===== src/rtl/rv_bus_pkg.sv =====
// rv_bus_pkg: shared types and constants for the rv_mem_bridge slice.
//   bridge_state_e : bridge FSM states (IDLE / ACTIVE / RESP)
//   MAX_SLV        : largest supported slave count
//   SEL_W          : width of a slave index
//   ERR_RDATA      : read data returned with an error response
//   TIMEOUT_W      : width of the optional slave wait counter
package rv_bus_pkg;

    typedef enum logic [1:0] {
        IDLE   = 2'd0,
        ACTIVE = 2'd1,
        RESP   = 2'd2
    } bridge_state_e;

    localparam int          MAX_SLV   = 8;
    localparam int          SEL_W     = $clog2(MAX_SLV);
    localparam logic [31:0] ERR_RDATA = 32'h0;
    localparam int          TIMEOUT_W = 16;

endpackage


===== src/rtl/rv_addr_decoder.sv =====
// rv_addr_decoder: combinational priority address decoder.
//   addr : request address
//   hit  : address falls inside at least one slave window
//   sel  : index of the lowest-numbered matching slave (0 when no hit)
// Slave i matches when (addr & SLV_MASK[i]) == SLV_BASE[i].
module rv_addr_decoder
    import rv_bus_pkg::*;
#(
    parameter int                     NUM_SLV  = 4,
    parameter logic [NUM_SLV*32-1:0]  SLV_BASE = {NUM_SLV{32'h0}},
    parameter logic [NUM_SLV*32-1:0]  SLV_MASK = {NUM_SLV{32'h0}}
) (
    input  logic [31:0]      addr,
    output logic             hit,
    output logic [SEL_W-1:0] sel
);

    // Scan from the top down so the lowest matching index is the last write.
    always_comb begin
        hit = 1'b0;
        sel = '0;
        for (int i = NUM_SLV - 1; i >= 0; i--) begin
            if ((addr & SLV_MASK[i*32 +: 32]) == SLV_BASE[i*32 +: 32]) begin
                hit = 1'b1;
                sel = SEL_W'(i);
            end
        end
    end

endmodule


===== src/rtl/rv_mem_bridge.sv =====
// rv_mem_bridge: PicoRV32 native memory bus to NUM_SLV slave ports.
//   clk, resetn                        : clock, async active-low reset
//   m_valid/m_instr/m_addr/m_wdata/m_wstrb : core request (wstrb 0 = read)
//   m_ready/m_rdata                    : one-cycle response strobe and data
//   s_valid (one-hot)/s_instr/s_addr/s_wdata/s_wstrb : registered slave request
//   s_ready/s_rdata                    : per-slave completion and packed read data
//   bus_err/err_addr                   : error pulse with m_ready, last errored address
// Optional feature macro: RV_MEM_BRIDGE_TIMEOUT_EN adds a slave wait timeout
// of TIMEOUT_CYC cycles; without it ACTIVE waits indefinitely.
//
// state  | meaning
// IDLE   | waiting for m_valid; decodes and accepts a request
// ACTIVE | request presented to the selected slave, waiting for its s_ready
// RESP   | m_ready (and bus_err on errors) driven for one cycle
module rv_mem_bridge
    import rv_bus_pkg::*;
#(
    parameter int                     NUM_SLV     = 4,
    parameter logic [NUM_SLV*32-1:0]  SLV_BASE    = {NUM_SLV{32'h0}},
    parameter logic [NUM_SLV*32-1:0]  SLV_MASK    = {NUM_SLV{32'h0}},
    parameter int                     TIMEOUT_CYC = 255
) (
    input  logic                   clk,
    input  logic                   resetn,
    input  logic                   m_valid,
    input  logic                   m_instr,
    input  logic [31:0]            m_addr,
    input  logic [31:0]            m_wdata,
    input  logic [3:0]             m_wstrb,
    output logic                   m_ready,
    output logic [31:0]            m_rdata,
    output logic [NUM_SLV-1:0]     s_valid,
    output logic                   s_instr,
    output logic [31:0]            s_addr,
    output logic [31:0]            s_wdata,
    output logic [3:0]             s_wstrb,
    input  logic [NUM_SLV-1:0]     s_ready,
    input  logic [NUM_SLV*32-1:0]  s_rdata,
    output logic                   bus_err,
    output logic [31:0]            err_addr
);

    bridge_state_e        state_q, state_d;
    logic [SEL_W-1:0]     sel_q, sel_d;
    logic [NUM_SLV-1:0]   s_valid_q, s_valid_d;
    logic                 s_instr_q, s_instr_d;
    logic [31:0]          s_addr_q, s_addr_d;
    logic [31:0]          s_wdata_q, s_wdata_d;
    logic [3:0]           s_wstrb_q, s_wstrb_d;
    logic [31:0]          rdata_q, rdata_d;
    logic                 m_ready_q, m_ready_d;
    logic                 err_q, err_d;
    logic [31:0]          err_addr_q, err_addr_d;

    logic                 dec_hit;
    logic [SEL_W-1:0]     dec_sel;
    logic                 sel_ready;
    logic [31:0]          sel_rdata;

`ifdef RV_MEM_BRIDGE_TIMEOUT_EN
    // Count value at which the current ACTIVE cycle is the TIMEOUT_CYC-th one.
    localparam logic [TIMEOUT_W-1:0] WAIT_LAST = TIMEOUT_W'(TIMEOUT_CYC - 1);
    logic [TIMEOUT_W-1:0] wait_cnt_q, wait_cnt_d;
`endif

    rv_addr_decoder #(
        .NUM_SLV  (NUM_SLV),
        .SLV_BASE (SLV_BASE),
        .SLV_MASK (SLV_MASK)
    ) u_dec (
        .addr (m_addr),
        .hit  (dec_hit),
        .sel  (dec_sel)
    );

    // Only the selected port's completion and data are observed.
    always_comb begin
        sel_ready = 1'b0;
        sel_rdata = '0;
        for (int i = 0; i < NUM_SLV; i++) begin
            if (sel_q == SEL_W'(i)) begin
                sel_ready = s_ready[i];
                sel_rdata = s_rdata[i*32 +: 32];
            end
        end
    end

    always_comb begin
        state_d    = state_q;
        sel_d      = sel_q;
        s_valid_d  = s_valid_q;
        s_instr_d  = s_instr_q;
        s_addr_d   = s_addr_q;
        s_wdata_d  = s_wdata_q;
        s_wstrb_d  = s_wstrb_q;
        rdata_d    = rdata_q;
        m_ready_d  = 1'b0;
        err_d      = 1'b0;
        err_addr_d = err_addr_q;
`ifdef RV_MEM_BRIDGE_TIMEOUT_EN
        wait_cnt_d = wait_cnt_q;
`endif
        case (state_q)
            IDLE: begin
                if (m_valid) begin
                    if (dec_hit) begin
                        sel_d     = dec_sel;
                        s_instr_d = m_instr;
                        s_addr_d  = m_addr;
                        s_wdata_d = m_wdata;
                        s_wstrb_d = m_wstrb;
                        for (int i = 0; i < NUM_SLV; i++) begin
                            s_valid_d[i] = (dec_sel == SEL_W'(i));
                        end
`ifdef RV_MEM_BRIDGE_TIMEOUT_EN
                        wait_cnt_d = '0;
`endif
                        state_d = ACTIVE;
                    end else begin
                        rdata_d    = ERR_RDATA;
                        err_d      = 1'b1;
                        m_ready_d  = 1'b1;
                        err_addr_d = m_addr;
                        state_d    = RESP;
                    end
                end
            end
            ACTIVE: begin
                // A completion in the timeout cycle still yields a normal response.
                if (sel_ready) begin
                    rdata_d   = sel_rdata;
                    s_valid_d = '0;
                    m_ready_d = 1'b1;
                    state_d   = RESP;
                end
`ifdef RV_MEM_BRIDGE_TIMEOUT_EN
                else if (wait_cnt_q == WAIT_LAST) begin
                    rdata_d    = ERR_RDATA;
                    s_valid_d  = '0;
                    err_d      = 1'b1;
                    m_ready_d  = 1'b1;
                    err_addr_d = s_addr_q;
                    state_d    = RESP;
                end else begin
                    wait_cnt_d = wait_cnt_q + 1'b1;
                end
`endif
            end
            RESP: begin
                // m_valid is deliberately ignored here so a held request is not re-accepted.
                state_d = IDLE;
            end
            default: begin
                state_d = IDLE;
            end
        endcase
    end

    always_ff @(posedge clk or negedge resetn) begin
        if (!resetn) begin
            state_q    <= IDLE;
            sel_q      <= '0;
            s_valid_q  <= '0;
            s_instr_q  <= 1'b0;
            s_addr_q   <= '0;
            s_wdata_q  <= '0;
            s_wstrb_q  <= '0;
            rdata_q    <= '0;
            m_ready_q  <= 1'b0;
            err_q      <= 1'b0;
            err_addr_q <= '0;
        end else begin
            state_q    <= state_d;
            sel_q      <= sel_d;
            s_valid_q  <= s_valid_d;
            s_instr_q  <= s_instr_d;
            s_addr_q   <= s_addr_d;
            s_wdata_q  <= s_wdata_d;
            s_wstrb_q  <= s_wstrb_d;
            rdata_q    <= rdata_d;
            m_ready_q  <= m_ready_d;
            err_q      <= err_d;
            err_addr_q <= err_addr_d;
        end
    end

`ifdef RV_MEM_BRIDGE_TIMEOUT_EN
    always_ff @(posedge clk or negedge resetn) begin
        if (!resetn) begin
            wait_cnt_q <= '0;
        end else begin
            wait_cnt_q <= wait_cnt_d;
        end
    end
`endif

    assign m_ready  = m_ready_q;
    assign m_rdata  = rdata_q;
    assign bus_err  = err_q;
    assign err_addr = err_addr_q;
    assign s_valid  = s_valid_q;
    assign s_instr  = s_instr_q;
    assign s_addr   = s_addr_q;
    assign s_wdata  = s_wdata_q;
    assign s_wstrb  = s_wstrb_q;

endmodule


===== config.mk =====
export PLATFORM = sky130hd
export DESIGN_NAME = rv_mem_bridge
export DESIGN_NICKNAME = d
export VERILOG_FILES = /design/src/rtl/rv_bus_pkg.sv /design/src/rtl/rv_addr_decoder.sv /design/src/rtl/rv_mem_bridge.sv
export SDC_FILE = /design/constraint.sdc
export NUM_CORES = 1
export LEC_CHECK = 0
export BUFFER_PORTS_ARGS = -buffer_cell sky130_fd_sc_hd__buf_4
export CELL_PAD_IN_SITES_DETAIL_PLACEMENT = 1
export CELL_PAD_IN_SITES_GLOBAL_PLACEMENT = 2
export CORE_UTILIZATION = 20
export CTS_CLUSTER_SIZE = 28
export DETAILED_ROUTE_END_ITERATION = 16
export MAX_ROUTING_LAYER = met4
export PLACE_DENSITY = 0.76
export SYNTH_ARGS = -nofsm -noshare
export SYNTH_HDL_FRONTEND = slang
export SYNTH_SLANG_ARGS = --single-unit

===== constraint.sdc =====
create_clock -name clk -period 1.6 [get_ports clk]
set_input_delay 0.32 -clock clk [delete_from_list [all_inputs] [get_ports clk]]
set_output_delay 0.32 -clock clk [all_outputs]
set_load 0.02 [all_outputs]

==> results.py, run 1 <==
metrics = {
    "clock_network": {
        "cts_made_buffers": 9,
        "clockBufferDepth": 2,
        "htree_num_levels": 3,
        "cts_tree": "done",
        "cts_root_buf": "clkbuf_16",
        "cts_sinks": 105,
        "clk_pin_slew_worst_paths_ns": 0.08,
        "clk_latency_ns": 0.35,
        "cts_resized": 0,
    },
    "pwr": {
        "power.leakage_nw": 3.01,
        "power_density_nw_per_um2": 1560,
        "ir_drop_uv": 462,
    },
    "worst_setup_path": {
        "setup.worst_path.end": "s_addr[26]",
        "r2r_cells": 4,
        "cp_max_fo": 17,
        "r2r_slack_ns": 0.08,
        "arrival_ns": 1.74,
        "r2r_start": "state_q[0]",
        "worst_setup_path_start_kind": "flip-flop",
        "end_kind": "flip-flop",
        "crit_required_ns": 1.82,
        "r2r-end": "s_addr[26]",
        "critical_path_class": "flip-flop to flip-flop",
        "crit_start": "state_q[0]",
    },
    "grt": {
        "grt.busiest_layer": "met2",
        "grtUsageTotal": 0.102,
        "grt_pass1_wl_um": 16400,
        "use_met1": 0.111,
        "antenna_found_initial": 0,
        "use_met3": 0.0275,
        "grt_max_degree": 47,
        "use_met2": 0.174,
        "grt_pass1_vias": 3021,
        "grt.overflow.total": 0,
    },
    "timing": {
        "timing.final.ws_setup_ns": 0.0814,
        "hold_viol": 0,
        "rsz0062_at_grt": "false",
        "max_clock_freq_mhz": 658,
        "period_share": 0.949,
        "timing.hold.ws_ns": 0.186,
        "final_max_slew_viol_count": 0,
        "finalCriticalPeriod_ns": 1.52,
        "setup_violations": 0,
        "finalSetupTns_ns": 0,
        "finalClockSkew_ns": 0.0167,
    },
    "detailed_routing": {
        "routedWlPerCell_um": 14.4,
        "drc": 0,
        "drtPass1Iterations": 3,
        "vias": 2797,
        "drt_wl_total_um": 10900,
        "drtAntennaViolNets": 0,
        "drt_iter0_drc": 34,
        "viasPerCell": 3.70,
    },
    "die": {
        "design.die.area_sq_um": 21500,
        "dieHeight_um": 147,
        "ios": 343,
        "row_count": 52,
        "start_util": 0.206,
        "die_w_um": 147,
        "core_area_sq_um": 20400,
    },
    "final_layout": {
        "drive_above_1_share": 0.606,
        "area_growth_syn_to_layout_pct": 52.0,
        "diodes": 0,
        "fin_nets": 685,
    },
    "hold_path": {
        "hold_path_class": "primary input to flip-flop",
        "hold_depth": 2,
    },
    "yosys": {
        "yosysTopAreaCell": "dfrtp_1",
        "syn_area_sq_um": 4190,
        "synth_edf_count": 0,
        "ys_top_cells_by_count": "dfrtp_1 (105), mux2_2 (62), mux2_1 (39)",
        "ys_seq_area_frac": 0.628,
        "syn_area_per_cell_sq_um": 15.9,
        "synth_most_common_cell": "dfrtp_1",
        "synthFlopType": "dfrtp_1",
        "ys_seq_elements": 105,
        "synthTopCellsByArea": "dfrtp_1 (63%), mux2_2 (17%), mux2_1 (10%), buf_4 (6.8%), buf_6 (1.1%)",
        "synth_cells": 264,
        "ys_types": 14,
        "async_flop_share": 1.00,
        "ys_warn_count": 0,
        "synth_top_cell_area_share": 0.628,
    },
    "placed_design": {
        "port_buffers": 207,
        "routabilityCongestion": 0.748,
        "place_ws_ns": 0.0439,
        "hpwlAfterDp_um": 8010,
    },
    "job": {
        "drv_cap": 0,
    },
    "outcome": {
        "status": "completed",
    },
}
==> final cells by class <==
cell class | count | area (sq um)
Sequential cell | 105 | 2630
Timing Repair Buffer | 218 | 1740
Clock inverter | 4 | 77.6
Tap cell | 270 | 338
Inverter | 2 | 7.51
Clock buffer | 11 | 243
Multi-Input combinational cell | 145 | 1330
Fill cell | 2227 | 14000
==> placed cells by master, fill, tap and decap left out <==
| master | instances |
|---|---|
| clkbuf_16 | 11 |
| dfrtp_1 | 105 |
| buf_4 | 210 |
| and3_1 | 2 |
| clkbuf_8 | 1 |
| o21ai_0 | 2 |
| conb_1 | 36 |
| clkinv_4 | 2 |
| bufinv_16 | 2 |
| nor2_1 | 1 |
| inv_1 | 2 |
| mux2_1 | 39 |
| buf_12 | 5 |
| nor3b_4 | 1 |
| dlygate4sd3_1 | 1 |
| clkbuf_1 | 1 |
| a21oi_1 | 1 |
| mux2_2 | 62 |
| mux2i_1 | 1 |
==> worst min-delay path by stage <==
| stage | startpoint | end | slack (ns) |
|---|---|---|---|
| final | s_rdata[6] | m_rdata[6] | 0.19 |
| after global routing | s_rdata[10] | m_rdata[10] | 0.17 |
| after CTS | s_rdata[10] | m_rdata[10] | 0.17 |
| after detailed placement | resetn | m_rdata[5] | 0.22 |
| after global placement | resetn | m_rdata[15] | 0.21 |
| after floorplan | resetn | m_rdata[0] | 0.02 |
==> per-stage QoR <==
stage / std cells / util / power (W) / instance area, sq um
global route: 755 / 0.312 / 0.0104 / 6360
global placement: 735 / 0.293 / 0.00747 / 5970
finish: 755 / 0.312 / 0.00991 / 6360
CTS: 751 / 0.309 / 0.0101 / 6300
floorplan: 299 / - / 0.00580 / 4320
detailed placement: 735 / 0.293 / 0.00759 / 5970
==> where the power goes <==
part / leakage, nW / switching [W] / internal, W / total (W)
logic: 1.62 / 0.00187 / 0.00178 / 0.00365
registers: 1.23 / 0.000419 / 0.00344 / 0.00386
clock network: 0.156 / 0.000984 / 0.00141 / 0.00240
total: 3.01 / 0.00327 / 0.00664 / 0.00991
==> logic make-up (layout without fill, tap and decap cells) <==
| family | count (synthesis) | after routing | synth area share |
|---|---|---|---|
| flops | 105 | 105 | 0.628 |
| mux | 102 | 102 | 0.274 |
| buf+inv | 49 | 235 | 0.0867 |
| simple gates | 4 | 4 | 0.00687 |
| compound gates | 3 | 3 | 0.00359 |
| other cells | 1 | 36 | 0.000896 |
==> repair_timing <==
| item | in CTS | in global routing |
|---|---|---|
| buffers inserted | 0 | 2 |
| hold endpoints to repair | 16 | 0 |
| hold buffers | 1 | 0 |
| setup endpoints to repair | 0 | 21 |
==> flip-flops by register name, summed over array words and instances, names as in the netlist <==
register / flops
s_wdata: 32
s_valid: 1
s_wstrb: 4
m_rdata: 32
m_ready: 1
state_q: 2
s_instr: 1
s_addr: 32
==> per-layer routing <==
metal  routed length [um]  up-vias
met5                    0        -
met4                  217        0
met3                  742       13
met2                 5550      141
met1                 4360     1371
li1                     -     1272
==> worst max-delay path: stages, from the launching register on <==
cell	delay (ns)
dfrtp_1	0.45
nor3b_4	0.23
buf_4	0.18
clkbuf_16	0.20
mux2_2	0.34
Note: power is estimated with default switching activity, not from simulation.
==> run 2: changes to the inputs <==
- CELL_PAD_IN_SITES_DETAIL_PLACEMENT: 1 -> unset
- CELL_PAD_IN_SITES_GLOBAL_PLACEMENT: 2 -> unset
- CORE_AREA: unset -> 2 2 134 136
- CORE_UTILIZATION: 20 -> unset
- DIE_AREA: unset -> 0 0 136 138
- PLACE_DENSITY: 0.76 -> 0.57
==> results.py, run 2 (synthesis gave the netlist of run 1 again) <==
metrics = {
    "timing": {
        "rsz0062_at_grt": "true",
        "worstMarginPinSlew_ns": 0.558,
        "setup_violations": 0,
        "finalCriticalPeriod_ns": 1.54,
        "finalSetupTns_ns": 0,
        "finalClockSkew_ns": 0.0106,
        "period_share": 0.961,
        "hold_viol": 0,
        "max_clock_freq_mhz": 650,
        "final_max_slew_viol_count": 0,
        "timing.final.ws_setup_ns": 0.0625,
        "relSlewSlack": 0.628,
    },
    "placed_design": {
        "place_ws_ns": 0.0469,
        "hpwlAfterDp_um": 7290,
        "routabilityCongestion": 0.694,
        "port_buffers": 207,
    },
    "detailed_routing": {
        "drc": 0,
        "dr_wl_met2_um": 4630,
        "drtAntennaViolNets": 0,
        "routedWlPerCell_um": 13.7,
        "viasPerCell": 3.92,
        "vias": 2772,
        "highest_layer": "met4",
        "wl_met1_um": 3840,
        "drt_iter0_drc": 32,
        "drt_wl_total_um": 9690,
        "wl_met3_um": 1100,
        "drtPass1Iterations": 3,
    },
    "clock_network": {
        "clockBufferDepth": 2,
        "cts_tree": "done",
        "cts_root_buf": "clkbuf_16",
        "clk_latency_ns": 0.35,
        "clk_pin_slew_worst_paths_ns": 0.07,
        "cts_sinks": 105,
        "htree_num_levels": 3,
        "cts_made_buffers": 9,
    },
    "outcome": {
        "status": "completed",
    },
    "die": {
        "core_area_sq_um": 17500,
        "design.die.area_sq_um": 18800,
        "ios": 343,
        "die_w_um": 136,
        "start_util": 0.239,
        "dieHeight_um": 138,
        "row_count": 49,
    },
    "final_layout": {
        "area_growth_syn_to_layout_pct": 47.8,
        "final_cell_mix": "buf_4 (207), dfrtp_1 (105), mux2_2 (62)",
        "fin_nets": 678,
        "drive_above_1_share": 0.603,
        "layout_commonest_cell": "buf_4",
        "diodes": 0,
    },
    "worst_setup_path": {
        "arrival_ns": 1.76,
        "cp_max_fo": 48,
        "worst_setup_path_start_kind": "flip-flop",
        "end_kind": "flip-flop",
        "critical_path_class": "flip-flop to flip-flop",
        "crit_required_ns": 1.82,
        "r2r_cells": 3,
    },
    "hold_path": {
        "hold_path_class": "primary input to asynchronous set/reset pin",
    },
    "grt": {
        "grt_pass1_wl_um": 15400,
        "grt_pass1_vias": 2946,
        "antenna_found_initial": 0,
        "grt.overflow.total": 0,
        "grt_max_degree": 106,
        "grtUsageTotal": 0.108,
    },
    "pwr": {
        "power.leakage_nw": 2.95,
        "ir_drop_uv": 612,
        "power_density_nw_per_um2": 1560,
    },
    "job": {
        "drv_cap": 0,
    },
}
run 2: cell types whose count changed in the layout (fill, tap and decap cells not counted), sizes merged:
cell / previous run / this run
clkbuf: 13 / 12
dlygate4sd3: 1 / 0
bufinv: 2 / 1
buf: 215 / 211
clkinvlp: 0 / 1
run 2: where the power goes:
group          switching (W)  internal, W  leakage [nW]
Clock               0.000945      0.00130         0.149
Sequential          0.000420      0.00344          1.23
Combinational        0.00183      0.00173          1.57
Total                0.00319      0.00647          2.95
run 2: metrics by stage:
stage	hold slack (ns)	total power [W]	cells	instance area, sq um	utilization
global route	0.0872	0.0102	708	6190	0.353
floorplan	0.0244	0.00580	299	4320	-
CTS	0.0569	0.00986	708	6180	0.353
finish	0.0457	0.00966	708	6190	0.353
global placement	0.430	0.00745	692	5880	0.335
detailed placement	0.442	0.00753	692	5880	0.335
run 2: repair_timing:
item,CTS,global route
setup buffers,0,0
hold buffers,0,0
gates resized for setup,0,1
setup endpoints to repair,0,21
run 2: critical path, stage by stage (launching register included):
cell and delay, ns:
dfrtp_1 0.44, nor3b_4 0.29, buf_12 0.29, mux2_2 0.37
run 2: worst paths after layout:
kind,start,endpoint,slack [ns]
max in group asynchronous,resetn,s_addr[30],1.13
worst max register to register,state_q[1],s_wstrb[2],0.06
min in group clk,m_addr[15],s_addr[15],0.19
worst min-delay path,resetn,m_rdata[11],0.05
worst min register to register,m_rdata[22],m_rdata[22],0.49
worst max-delay path,state_q[1],s_wstrb[2],0.06
run 2: layout make-up:
type                            count  area (sq um)
Clock buffer                       12           256
Clock inverter                      4          51.3
Fill cell                        1734         11300
Inverter                            2          7.51
Multi-Input combinational cell    145          1330
Sequential cell                   105          2630
Tap cell                          229           287
Timing Repair Buffer              211          1630
run 2: routing by layer:
layer | up-vias | track usage
met5 | - | -
met4 | 0 | 0.0345
met3 | 12 | 0.0491
met2 | 156 | 0.171
met1 | 1344 | 0.121
li1 | 1260 | -
